`src/rtl/tlul_pkg.sv`:
```
// Minimal TL-UL type package: A/D channel structs and opcode constants used by
// the TL-UL host and its devices.
package tlul_pkg;

  localparam logic [2:0] PutFullData    = 3'h0;
  localparam logic [2:0] PutPartialData = 3'h1;
  localparam logic [2:0] Get            = 3'h4;

  localparam logic [2:0] AccessAck      = 3'h0;
  localparam logic [2:0] AccessAckData  = 3'h1;

  typedef struct packed {
    logic [4:0] rsvd;
    logic [3:0] instr_type;
    logic [6:0] cmd_intg;
    logic [6:0] data_intg;
  } tl_a_user_t;

  localparam tl_a_user_t TL_A_USER_DEFAULT = '0;

  typedef struct packed {
    logic [6:0] rsp_intg;
    logic [6:0] data_intg;
  } tl_d_user_t;

  // Host to device: A channel plus d_ready
  typedef struct packed {
    logic        a_valid;
    logic [2:0]  a_opcode;
    logic [2:0]  a_param;
    logic [1:0]  a_size;
    logic [7:0]  a_source;
    logic [31:0] a_address;
    logic [3:0]  a_mask;
    logic [31:0] a_data;
    tl_a_user_t  a_user;
    logic        d_ready;
  } tl_h2d_t;

  // Device to host: D channel plus a_ready
  typedef struct packed {
    logic        d_valid;
    logic [2:0]  d_opcode;
    logic [2:0]  d_param;
    logic [1:0]  d_size;
    logic [7:0]  d_source;
    logic [0:0]  d_sink;
    logic [31:0] d_data;
    tl_d_user_t  d_user;
    logic        d_error;
    logic        a_ready;
  } tl_d2h_t;

endpackage

```
`src/rtl/student_tlul_host.sv`:
```
// TL-UL host: turns a command stream (write / read / wait) into single-beat
// PutFullData and Get transactions, one in flight, with a response watchdog.
//
// Handshakes: a command transfers on the cycle where cmd_valid_i & cmd_ready_o
// are both high; the A channel transfers when a_valid & a_ready, the D channel
// when d_valid & d_ready. rsp_valid_o is a one-cycle strobe with no backpressure.
module student_tlul_host
  import tlul_pkg::*;
#(
  parameter logic [7:0]  SourceId      = 8'd0,
  parameter int unsigned TimeoutCycles = 1024
) (
  input  logic        clk_i,
  input  logic        rst_i,
  input  logic        cmd_valid_i,
  output logic        cmd_ready_o,
  input  logic [1:0]  cmd_op_i,
  input  logic [31:0] cmd_addr_i,
  input  logic [31:0] cmd_wdata_i,
  output logic        rsp_valid_o,
  output logic [31:0] rsp_rdata_o,
  output logic        rsp_err_o,
  output logic        rsp_timeout_o,
  output logic        busy_o,
  output tl_h2d_t     tl_o,
  input  tl_d2h_t     tl_i
);

  typedef enum logic [2:0] {
    ST_IDLE   = 3'd0,
    ST_A_REQ  = 3'd1,
    ST_D_WAIT = 3'd2,
    ST_WAIT   = 3'd3,
    ST_RSP    = 3'd4
  } state_e;

  localparam logic [1:0]  OpWrite      = 2'd0;
  localparam logic [1:0]  OpRead       = 2'd1;
  localparam logic [1:0]  OpWait       = 2'd2;
  localparam logic [31:0] TimeoutLimit = 32'(TimeoutCycles);

  state_e      state_q, state_d;
  logic [1:0]  op_q, op_d;
  logic [31:0] addr_q, addr_d;
  logic [31:0] wdata_q, wdata_d;
  logic [31:0] wait_cnt_q, wait_cnt_d;
  logic [31:0] wd_cnt_q, wd_cnt_d;
  logic [31:0] rdata_q, rdata_d;
  logic        err_q, err_d;
  logic        timeout_q, timeout_d;

  logic        wd_expire;
  logic        d_rsp_err;
  logic [2:0]  d_exp_opcode;
  logic        unused_tl_i;

  // Watchdog fires on the last allowed cycle of A_REQ+D_WAIT; >= keeps it
  // firing if a late a_ready carried the count past the limit.
  assign wd_expire = (TimeoutCycles != 0) && ((wd_cnt_q + 32'd1) >= TimeoutLimit);

  assign d_exp_opcode = (op_q == OpWrite) ? AccessAck : AccessAckData;
  assign d_rsp_err    = tl_i.d_error || (tl_i.d_source != SourceId) ||
                        (tl_i.d_opcode != d_exp_opcode);

  // D-channel fields the host does not interpret.
  assign unused_tl_i = ^{tl_i.d_param, tl_i.d_size, tl_i.d_sink, tl_i.d_user};

  // State and datapath registers; reset aborts any command without a response.
  always_ff @(posedge clk_i or posedge rst_i) begin
    if (rst_i) begin
      state_q    <= ST_IDLE;
      op_q       <= 2'd0;
      addr_q     <= 32'd0;
      wdata_q    <= 32'd0;
      wait_cnt_q <= 32'd0;
      wd_cnt_q   <= 32'd0;
      rdata_q    <= 32'd0;
      err_q      <= 1'b0;
      timeout_q  <= 1'b0;
    end else begin
      state_q    <= state_d;
      op_q       <= op_d;
      addr_q     <= addr_d;
      wdata_q    <= wdata_d;
      wait_cnt_q <= wait_cnt_d;
      wd_cnt_q   <= wd_cnt_d;
      rdata_q    <= rdata_d;
      err_q      <= err_d;
      timeout_q  <= timeout_d;
    end
  end

  // Next-state logic: command decode, bus sequencing, wait counting, watchdog.
  always_comb begin
    state_d    = state_q;
    op_d       = op_q;
    addr_d     = addr_q;
    wdata_d    = wdata_q;
    wait_cnt_d = wait_cnt_q;
    wd_cnt_d   = wd_cnt_q;
    rdata_d    = rdata_q;
    err_d      = err_q;
    timeout_d  = timeout_q;
    case (state_q)
      ST_IDLE: begin
        if (cmd_valid_i) begin
          op_d      = cmd_op_i;
          addr_d    = cmd_addr_i;
          wdata_d   = cmd_wdata_i;
          err_d     = 1'b0;
          timeout_d = 1'b0;
          case (cmd_op_i)
            OpWrite, OpRead: begin
              if (cmd_addr_i[1:0] != 2'd0) begin
                state_d = ST_RSP;
                err_d   = 1'b1;
                rdata_d = 32'd0;
              end else begin
                state_d  = ST_A_REQ;
                wd_cnt_d = 32'd0;
              end
            end
            OpWait: begin
              if (cmd_wdata_i == 32'd0) begin
                state_d = ST_RSP;
                rdata_d = 32'd0;
              end else begin
                state_d    = ST_WAIT;
                wait_cnt_d = cmd_wdata_i;
              end
            end
            default: begin
              state_d = ST_RSP;
              err_d   = 1'b1;
              rdata_d = 32'd0;
            end
          endcase
        end
      end
      ST_A_REQ: begin
        wd_cnt_d = wd_cnt_q + 32'd1;
        if (tl_i.a_ready) begin
          state_d = ST_D_WAIT;
        end else if (wd_expire) begin
          state_d   = ST_RSP;
          err_d     = 1'b1;
          timeout_d = 1'b1;
          rdata_d   = 32'd0;
        end
      end
      ST_D_WAIT: begin
        wd_cnt_d = wd_cnt_q + 32'd1;
        if (tl_i.d_valid) begin
          state_d = ST_RSP;
          err_d   = d_rsp_err;
          rdata_d = (op_q == OpRead) ? tl_i.d_data : 32'd0;
        end else if (wd_expire) begin
          state_d   = ST_RSP;
          err_d     = 1'b1;
          timeout_d = 1'b1;
          rdata_d   = 32'd0;
        end
      end
      ST_WAIT: begin
        if (wait_cnt_q == 32'd1) begin
          state_d = ST_RSP;
          rdata_d = 32'd0;
        end else begin
          wait_cnt_d = wait_cnt_q - 32'd1;
        end
      end
      ST_RSP: begin
        state_d = ST_IDLE;
      end
      default: begin
        state_d = ST_IDLE;
      end
    endcase
  end

  assign cmd_ready_o   = (state_q == ST_IDLE);
  assign busy_o        = (state_q != ST_IDLE);
  assign rsp_valid_o   = (state_q == ST_RSP);
  assign rsp_rdata_o   = rdata_q;
  assign rsp_err_o     = rsp_valid_o && err_q;
  assign rsp_timeout_o = rsp_valid_o && timeout_q;

  // A-channel drive: fields are zero unless a request is being offered, and
  // d_ready stays high outside A_REQ/RSP so stray late responses are drained.
  always_comb begin
    tl_o         = '0;
    tl_o.d_ready = (state_q == ST_IDLE) || (state_q == ST_WAIT) ||
                   (state_q == ST_D_WAIT);
    if (state_q == ST_A_REQ) begin
      tl_o.a_valid   = 1'b1;
      tl_o.a_opcode  = (op_q == OpWrite) ? PutFullData : Get;
      tl_o.a_param   = 3'd0;
      tl_o.a_size    = 2'd2;
      tl_o.a_source  = SourceId;
      tl_o.a_address = addr_q;
      tl_o.a_mask    = 4'hF;
      tl_o.a_data    = (op_q == OpWrite) ? wdata_q : 32'd0;
      tl_o.a_user    = TL_A_USER_DEFAULT;
    end
  end

endmodule

```
`config.mk`:
```
export PLATFORM = sky130hd
export DESIGN_NAME = student_tlul_host
export DESIGN_NICKNAME = d
export VERILOG_FILES = /design/src/rtl/tlul_pkg.sv /design/src/rtl/student_tlul_host.sv
export SDC_FILE = /design/constraint.sdc
export NUM_CORES = 1
export LEC_CHECK = 0
export CORE_ASPECT_RATIO = 0.5
export CORE_MARGIN = 3
export CORE_UTILIZATION = 35
export CTS_CLUSTER_DIAMETER = 50
export CTS_CLUSTER_SIZE = 40
export DETAILED_ROUTE_END_ITERATION = 10
export GPL_TIMING_DRIVEN = 0
export REMOVE_ABC_BUFFERS = 1
export SLEW_MARGIN = 20
export SYNTH_ARGS = -nofsm -noshare
export SYNTH_HDL_FRONTEND = slang
export SYNTH_SLANG_ARGS = --single-unit
```
`constraint.sdc`:
```
create_clock -name clk_i -period 17.7 [get_ports clk_i]
set_clock_uncertainty 0.05 [all_clocks]
set_input_delay 3.54 -clock clk_i [delete_from_list [all_inputs] [get_ports clk_i]]
set_output_delay 3.54 -clock clk_i [all_outputs]
set_load 0.01 [all_outputs]
```
==> results of run 1 <==
==> cell families (layout without fill, tap and decap cells) <==
group | count (synthesis) | in the layout
xor+xnor | 14 | 14
simple gates | 501 | 501
flops | 167 | 167
mux | 4 | 4
compound gates | 235 | 235
fa+ha+maj | 3 | 3
other cells | 1 | 37
buf+inv | 129 | 282
==> worst max-delay path, stage by stage, from the launching register on <==
cell and delay, ns:
dfrtp_1 0.67, nor2_2 0.28, nand2_1 0.21, clkinv_1 0.82, and3_1 0.54, clkdlybuf4s50_1 0.49
==> cells in the final DEF (no fill, tap or decap), types with 6 or more instances in the layout <==
cell             count
nand4_1             18
a32oi_1              6
a21oi_1             40
xor2_1               6
xnor2_1              8
conb_1              37
nor4_1              19
a22o_1              32
nor2_1              55
or3_1                9
a22oi_1             12
a31oi_1              9
clkdlybuf4s50_1    223
inv_1                8
dfrtp_1            166
clkbuf_16           17
nor3_1              25
o21ai_1              6
and2_1               9
o31ai_1             10
nand2_1            239
o21ai_0             86
and3_1              70
nand3_1             15
==> state kept, by name (all words and copies together), names as in the netlist <==
name         cells
addr_q          32
rsp_rdata_o     32
wait_cnt_q      32
wd_cnt_q        32
wdata_q         32
state_q          3
op_q             2
err_q            1
timeout_q        1
==> Yosys cell counts (all sizes together) (3+ instances only) <==
master / number / area [um2]
nand4: 18 / 113
o22ai: 6 / 37.5
mux2i: 3 / 30.0
xor2: 6 / 52.6
a22o: 32 / 280
xnor2: 8 / 70.1
nand3b: 3 / 22.5
a22oi: 12 / 90.1
and2: 12 / 78.8
o41ai: 4 / 53.8
o31ai: 10 / 75.1
nor3: 28 / 150
clkbuf: 61 / 229
a21oi: 40 / 200
and3: 72 / 457
inv: 11 / 41.3
buf: 57 / 424
o21ai: 92 / 460
a31oi: 9 / 56.3
or3: 10 / 63.8
dfrtp: 167 / 4180
nor4: 21 / 161
a32oi: 6 / 52.6
o2bb2ai: 5 / 43.8
nand3: 16 / 92.6
and4: 9 / 91.3
or2: 3 / 18.8
nor2: 59 / 224
nand2: 241 / 907
o31a: 3 / 26.3
ha: 3 / 37.5
==> power groups by stage <==
stage	combinational, mW	clock, mW	sequential (mW)
2_1_floorplan	0.335	0	0.593
3_3_place_gp	0.555	0	0.611
3_5_place_dp	0.596	0	0.618
4_1_cts	0.598	0.408	0.613
5_1_grt	0.665	0.423	0.634
6_report	0.596	0.399	0.616
==> layout make-up <==
class                      instances  share of cell area (%)
timing repair buffer             239                    20.3
inverter                          11                   0.403
clock inverter                     9                    1.22
clock buffer                      23                    3.86
sequential                       167                    34.5
tap                              336                    3.47
multi-input combinational        794                    36.3
==> metrics by stage <==
step           cell area, um2  cells  setup slack, ns  hold slack [ns]  total power, mW
2_1_floorplan            8570    972             9.59            0.387            0.928
3_3_place_gp            11200   1531             6.95            0.400             1.17
3_5_place_dp            11500   1547            11.00            0.404             1.21
4_1_cts                 12100   1579            10.52            0.419             1.62
5_1_grt                 12100   1579            10.34            0.439             1.72
6_report                12100   1579            10.65            0.416             1.61
==> worst min-delay path by stage <==
stage	startpoint	end	slack, ns	depth (start not counted)
detailed placement	addr_q[26]	addr_q[26]	0.40	2
global placement	addr_q[31]	addr_q[31]	0.40	2
finish	addr_q[12]	addr_q[12]	0.42	2
global route	addr_q[5]	addr_q[5]	0.44	2
CTS	addr_q[26]	addr_q[26]	0.42	2
floorplan	addr_q[25]	addr_q[25]	0.39	2
==> layer usage <==
layer	GRT usage (%)	up-vias	part of all wire, %
met5	0	-	0
met3	3.30	27	3.8
met4	5.38	0	1.4
met1	26.9	4074	45
met2	31.9	217	50
li1	-	3992	-
==> flow_summary.json, run 1 <==
{
  "final.min_clock_period_ns": 7.05,
  "worst_setup_path_startpoint": "state_q[2]",
  "dp_hpwl_mm": 19.3,
  "run_status": "finished clean",
  "detailroute.via_count": 8310,
  "synth_compound_area_share_pct": 17.0,
  "r2r_end": "rsp_rdata_o[6]",
  "net-switching-power_mw": 0.606,
  "postSynthRegisterBits": 167,
  "clock_insertion_delay_at_the_later_pin_of_the_skew_report_ns": 0.44,
  "maximum_number_of_pins_on_one_net_before_global_route_repair": 97,
  "r2r.worst_path.cells": 10,
  "drt_pass1_iterations": 5,
  "utilization_pct": 49.0,
  "cp-end-kind": "primary output",
  "cts-root-to-sink-buffers": 2,
  "fp.dieW_um": 234,
  "finish.net_count": 1368,
  "grt_pass1_wl_mm": 44.0,
  "cts_resized": 0,
  "start_util_pct": 36.8,
  "first_global_vias": 8000,
  "report.final.slew_viol_count": 0,
  "cp-start-kind": "register",
  "global_route.usage.total_pct": 19.6,
  "multiInputGateArea_um2": 4400,
  "register_area_um2": 4180,
  "cts-root-buf": "clkbuf_16",
  "clock_power_share_pct": 24.8,
  "residual_drc_count": 0,
  "crit_fanout": 40,
  "timing.critical_path.to": "tl_o[53]",
  "area_delta_synth_final_pct": 33.4,
  "place.port_buffers": 223,
  "cell_int_power_mw": 1.00,
  "final-setup-viol-count": 0,
  "cts_num_sinks": 167,
  "htreeDepth": 4,
  "crit-reg2reg-launch": "wd_cnt_q[0]",
  "place.gp.congestion": 0.818,
  "synth_ff_type": "dfrtp_1",
  "slew_headroom_pct": 31.6,
  "synthesis.area_um2": 9090,
  "post_cts_buffers": 0,
  "floorplan.io_pins": 281,
  "max_cap_viol_count": 0,
  "synth_top_family_by_area": "simple AND/OR/NAND/NOR gates",
  "yosysWarnings": 0,
  "grt_overflow": 0,
  "post_synth_fa_ha_maj_area_fraction_pct": 0.413,
  "antenna_found_initial": 0,
  "tritoncts": "built",
  "asyncSetResetFlopFracSynth_pct": 100,
  "internal_reg_to_reg_setup_slack_ns": 14.10,
  "wl_mm": 27.6,
  "power.share.combinational_pct": 37.0,
  "avgViaCountPerCell": 5.26,
  "filler_cell_count": 2367,
  "floorplan.die_area_um2": 28000,
  "timing_worst_slew_pin_value_ns": 1.02,
  "diodes_inserted": 0,
  "timing.final.hold_violations": 0,
  "seq_area_frac_synth_pct": 46.0,
  "synth-xor-area-share_pct": 1.35,
  "synth.mux.area_fraction_pct": 0.454,
  "hold_path_class": "reg -> reg",
  "timing.setup.critical_path_class": "reg -> out",
  "unrepaired_setup_endpoints_after_global_routing": "false",
  "post_route_cells_drive_above_1_share_pct": 7.08,
  "setup_total_negative_slack_ns": 0,
  "fmaxAchievable_mhz": 142,
  "cts_inserted_buffers": 17,
  "synthCells": 1054,
  "number_of_enable_flip_flop_cells_after_synthesis": 0,
  "die_extent_in_y_um": 120,
  "required_time_worst_endpoint_ns": 14.11,
  "finalCritPeriodShare_pct": 39.8,
  "holdBufCountCts": 0,
  "switching_share_pct": 37.6,
  "static-leakage-power_nw": 5.49,
  "synth_cell_type_count": 70,
  "core_footprint_um2": 24700,
  "irDropWorstVdd_uv": 79.3,
  "cts.clk_slew.worst_paths_ns": 0.06,
  "synth-simple-area-share_pct": 27.1,
  "post_synth.cell_area_avg_um2": 8.62,
  "seq_power_share_pct": 38.2,
  "placement_rows": 40,
  "detail_route.wl_per_cell_um": 17.5,
  "detail-route-antenna-nets": 0,
  "detailedRoute.firstIterationViolations": 624,
  "pwr_density_nw_per_um2": 133,
  "critical_path_arrival_ns": 3.46
}
Power figures use the tool's default switching activity.
==> run 2, diff against run 1 <==
--- a/config.mk
+++ b/config.mk
@@ -12,6 +12,7 @@
 export CTS_CLUSTER_SIZE = 40
 export DETAILED_ROUTE_END_ITERATION = 10
 export GPL_TIMING_DRIVEN = 0
+export PLACE_DENSITY = 0.65
 export REMOVE_ABC_BUFFERS = 1
 export SLEW_MARGIN = 20
 export SYNTH_ARGS = -nofsm -noshare
==> constraint.sdc (replaced) <==
create_clock -name clk_i -period 6.2 [get_ports clk_i]
set_clock_uncertainty 0.05 [all_clocks]
set_input_delay 1.24 -clock clk_i [delete_from_list [all_inputs] [get_ports clk_i]]
set_output_delay 1.24 -clock clk_i [all_outputs]
set_load 0.01 [all_outputs]
==> flow_summary.json, run 2 (synthesized netlist as in run 1, its figures left out) <==
{
  "cp-end-kind": "primary output",
  "floorplan.die_area_um2": 28000,
  "top_layer_used": "met4",
  "avgViaCountPerCell": 5.28,
  "layout_commonest_cell": "nand2_1",
  "wl_mm": 27.3,
  "cts_num_sinks": 167,
  "detailroute.via_count": 8339,
  "crit_path_top_delay_cell": "clkinv_1",
  "cts_resized": 0,
  "place.port_buffers": 223,
  "grt_overflow": 0,
  "area_delta_synth_final_pct": 33.4,
  "cts-root-buf": "clkbuf_16",
  "cts-root-to-sink-buffers": 2,
  "clock_insertion_delay_at_the_later_pin_of_the_skew_report_ns": 0.43,
  "post_cts_buffers": 0,
  "die_extent_in_y_um": 120,
  "timing_worst_slew_pin_value_ns": 1.02,
  "m1WireLength_mm": 11.7,
  "placed_cell_area_um2": 11500,
  "maximum_number_of_pins_on_one_net_before_global_route_repair": 94,
  "floorplan.io_pins": 281,
  "core_footprint_um2": 24700,
  "routed-wl-met3_mm": 1.15,
  "grt_pass1_wl_mm": 43.2,
  "run_status": "finished clean",
  "post_route_cells_drive_above_1_share_pct": 7.16,
  "finalCritPeriodShare_pct": 76.4,
  "fin_hold_ws_ns": 0.417,
  "total_length_of_routed_met2_wires_mm": 14.0,
  "start_util_pct": 36.8,
  "irDropWorstVdd_uv": 196,
  "place.gp.congestion": 0.831,
  "cts.clk_slew.worst_paths_ns": 0.06,
  "final-setup-viol-count": 0,
  "residual_drc_count": 0,
  "report.final.slew_viol_count": 0,
  "crit_fanout": 40,
  "mostFrequentLayoutCells": "nand2_1, clkdlybuf4s50_1, dfrtp_1",
  "fp.dieW_um": 234,
  "global_route.usage.total_pct": 19.1,
  "antenna_found_initial": 1,
  "cp-start-kind": "register",
  "placement_rows": 40,
  "drt_pass1_iterations": 5,
  "detail_route.wl_per_cell_um": 17.3,
  "unrepaired_setup_endpoints_after_global_routing": "false",
  "timing.final.hold_violations": 0,
  "timing.setup.critical_path_class": "reg -> out",
  "hold_path_class": "reg -> reg",
  "critical_path_arrival_ns": 3.45,
  "timing.critical_path.slowest_cell_delay_ns": 0.81,
  "fin_area_um2": 12100,
  "detailedRoute.firstIterationViolations": 598,
  "slew_headroom_pct": 31.5,
  "first_global_vias": 7807,
  "cts_inserted_buffers": 17,
  "timing.critical_path.buf_inv": 2,
  "detail-route-antenna-nets": 0,
  "fmaxAchievable_mhz": 211,
  "dp_hpwl_mm": 19.3,
  "holdBufCountCts": 0,
  "required_time_worst_endpoint_ns": 4.91,
  "path_cells": "nor2_2 > nand2_1 > clkinv_1 > and3_1 > clkdlybuf4s50_1",
  "static-leakage-power_nw": 5.49,
  "pwr_density_nw_per_um2": 376,
  "final.min_clock_period_ns": 4.74,
  "max_cap_viol_count": 0,
  "path_delay_family": "buffers and inverters",
  "setup_total_negative_slack_ns": 0,
  "htreeDepth": 4,
  "finish.net_count": 1369,
  "tritoncts": "built"
}
==> run 2: stage by stage <==
| stage | std cells | total power [mW] | utilization (%) | setup WS, ns |
|---|---|---|---|---|
| global route | 1580 | 4.86 | 49.0 | 1.21 |
| global placement | 1531 | 3.31 | 45.4 | -2.16 |
| floorplan | 972 | 2.65 | - | 0.392 |
| CTS | 1579 | 4.58 | 49.0 | 1.21 |
| finish | 1580 | 4.56 | 49.0 | 1.46 |
| detailed placement | 1548 | 3.46 | 46.6 | 1.68 |
==> run 2: power breakdown <==
part | internal [mW] | switching [mW] | total, mW
combinational | 0.717 | 0.982 | 1.70
clock | 0.663 | 0.435 | 1.10
sequential | 1.46 | 0.303 | 1.76
total | 2.84 | 1.72 | 4.56
==> run 2: area by class of cell <==
type                       count  area (um2)
timing repair buffer         240        2470
multi-input combinational    794        4400
sequential                   167        4180
tap                          336         420
antenna                        1        2.50
clock inverter                 8         121
inverter                      11        48.8
fill                        2318       12600
clock buffer                  23         478
==> run 2: final timing paths <==
check | start | slack [ns] | endpoint | cells past startpoint
setup / recovery | state_q[2] | 1.46 | tl_o[45] | 5
hold / removal | addr_q[29] | 0.42 | addr_q[29] | 2
setup reg to reg | wd_cnt_q[0] | 2.73 | rsp_rdata_o[29] | 11
hold reg to reg | addr_q[29] | 0.42 | addr_q[29] | 2
max in group asynchronous | rst_i | 4.01 | wd_cnt_q[18] | 3
min in group asynchronous | rst_i | 1.23 | rsp_rdata_o[11] | 2
==> run 2: layer usage <==
layer	GRT usage (%)	up-vias
met3	3.44	27
met1	25.3	4114
met4	5.57	0
met5	0	-
met2	32.1	207
li1	-	3991
==> run 2: worst min-delay path, delay by kind of cell, from the launching register on <==
kind             cells  cell delay, ns
flip-flops           1            0.33
AND/OR/NAND/NOR      2            0.10
==> run 3, diff against run 2 <==
==> constraint.sdc (replaced) <==
create_clock -name clk_i -period 3.9 [get_ports clk_i]
set_clock_uncertainty 0.05 [all_clocks]
set_input_delay 0.78 -clock clk_i [delete_from_list [all_inputs] [get_ports clk_i]]
set_output_delay 0.78 -clock clk_i [all_outputs]
set_load 0.01 [all_outputs]
==> flow_summary.json, run 3 (synthesized netlist as in run 1, its figures left out) <==
{
  "cell_int_power_mw": 4.53,
  "r2r_end": "rsp_rdata_o[29]",
  "slew_headroom_pct": 39.2,
  "hold_path_class": "reg -> reg",
  "register_area_um2": 4180,
  "internal_reg_to_reg_setup_slack_ns": 0.45,
  "timing.critical_path.slowest_cell_delay_ns": 0.54,
  "detail-route-antenna-nets": 0,
  "wl_mm": 27.7,
  "power.share.combinational_pct": 37.6,
  "detailedRoute.firstIterationViolations": 579,
  "holdBufCountCts": 0,
  "min_delay_worst_endpoint": "addr_q[29]",
  "static-leakage-power_nw": 5.50,
  "setup_total_negative_slack_ns": 0,
  "cp-start-kind": "register",
  "final.min_clock_period_ns": 3.65,
  "required_time_worst_endpoint_ns": 3.07,
  "net-switching-power_mw": 2.76,
  "first_global_vias": 7830,
  "start_util_pct": 36.8,
  "max_cap_viol_count": 0,
  "cts-root-to-sink-buffers": 2,
  "avgViaCountPerCell": 5.29,
  "die_extent_in_y_um": 120,
  "crit_path_top_delay_cell": "clkdlybuf4s50_1",
  "grt_pass1_wl_mm": 43.5,
  "detailedPlace.worstSlack_ns": -0.162,
  "residual_drc_count": 0,
  "path_delay_family": "buffers and inverters",
  "holdPathStages": 2,
  "tritoncts": "built",
  "place.gp.congestion": 0.831,
  "finish.net_count": 1372,
  "final_cell_count_no_fill": 1583,
  "hold_start": "addr_q[29]",
  "fmaxAchievable_mhz": 274,
  "multiInputGateArea_um2": 4400,
  "clock_power_share_pct": 23.9,
  "place.port_buffers": 223,
  "cts.clk_slew.worst_paths_ns": 0.06,
  "report.power.total_mw": 7.29,
  "maximum_number_of_pins_on_one_net_before_global_route_repair": 94,
  "cts_inserted_buffers": 17,
  "finalCritPeriodShare_pct": 93.7,
  "critical_path_arrival_ns": 2.82,
  "pwr_density_nw_per_um2": 599,
  "crit_fanout": 20,
  "dp.cells": 1548,
  "drt_pass1_iterations": 5,
  "detailroute.via_count": 8374,
  "detail_route.wl_per_cell_um": 17.5,
  "antenna_found_initial": 1,
  "core_footprint_um2": 24700,
  "cp-end-kind": "primary output",
  "switching_share_pct": 37.9,
  "area_delta_synth_final_pct": 33.9,
  "cts-root-buf": "clkbuf_16",
  "layout_commonest_cell": "nand2_1",
  "timing_worst_slew_pin_value_ns": 0.908,
  "htreeDepth": 4,
  "mostFrequentLayoutCells": "nand2_1, clkdlybuf4s50_1, dfrtp_1",
  "unrepaired_setup_endpoints_after_global_routing": "false",
  "global_route.usage.total_pct": 19.3,
  "floorplan.io_pins": 281,
  "placement_rows": 40,
  "dp_hpwl_mm": 19.3,
  "crit-reg2reg-launch": "wd_cnt_q[0]",
  "run_status": "finished clean",
  "report.final.slew_viol_count": 0,
  "fp.dieW_um": 234,
  "final-setup-viol-count": 0,
  "cts_num_sinks": 167,
  "seq_power_share_pct": 38.4,
  "grt_overflow": 0,
  "post_route_cells_drive_above_1_share_pct": 7.54,
  "timing.critical_path.buf_inv": 2,
  "timing.final.hold_violations": 0,
  "filler_cell_count": 2315,
  "clock_insertion_delay_at_the_later_pin_of_the_skew_report_ns": 0.43,
  "irDropWorstVdd_uv": 314,
  "timing.setup.critical_path_class": "reg -> out",
  "r2r.worst_path.cells": 11,
  "layout_setup_ws_ns": 0.247,
  "path_cells": "nor2_4 > nand2_1 > clkinvlp_4 > and3_1 > clkdlybuf4s50_1",
  "floorplan.die_area_um2": 28000
}
-- run 3: cell types whose count changed in the layout (fill, tap and decap cells not counted), sizes merged --
cell and delta:
clkinv -1, clkinvlp +3, buf +1
-- run 3: cell type report --
class	instances	share of cell area, %
repair buffers	241	20.5
clock buffers	23	3.93
well taps	336	3.46
repair inverters	2	0.123
multi-input cells	794	36.2
diodes	1	0.0206
flip-flops and latches	167	34.4
clock inverters	8	0.998
inverters	11	0.432
-- run 3: repair_timing --
item | in CTS | in global routing
hold endpoints to repair | 0 | 0
gates cloned | 1 | 1
setup endpoints to repair | 38 | 20
setup buffers | 0 | 1
gates resized for setup | 4 | 3
-- run 3: worst max path at each step --
stage               start  slack [ns]  cells after the start           end
2_1_floorplan       rst_i       -1.45                      1     addr_q[0]
3_3_place_gp        rst_i       -4.00                      2  wd_cnt_q[19]
3_5_place_dp   state_q[0]       -0.16                      4      tl_o[45]
4_1_cts        state_q[2]        0.04                      5      tl_o[45]
5_1_grt        state_q[1]        0.07                      5      tl_o[40]
6_report       state_q[1]        0.25                      5      tl_o[28]
-- run 3: metal layers --
layer	vias up	routed length (um)	GRT usage, %
met5	-	0	0
met4	0	462	5.69
met3	29	1110	3.51
met2	222	14300	32.3
met1	4120	11900	25.5
li1	4003	-	-
-- run 3: through the flow --
stage,instance area (um2),hold slack (ns),util [%]
floorplan,8570,0.387,-
global placement,11200,0.401,45.4
detailed placement,11500,0.404,46.6
CTS,12100,0.419,49.1
global route,12200,0.436,49.2
finish,12200,0.417,49.2
-- run 3: worst min-delay path, cell delays in order, from the launching register on --
cell and delay, ns:
dfrtp_1 0.33, nand2_1 0.05, nand2_1 0.05
-- run 3: power by group through the flow --
stage	Sequential [mW]	Combinational, mW	Clock (mW)
after floorplan	2.69	1.52	0
after global placement	2.77	2.50	0
after detailed placement	2.81	2.70	0
after CTS	2.79	2.73	1.78
after global routing	2.88	3.05	1.85
final	2.80	2.74	1.74
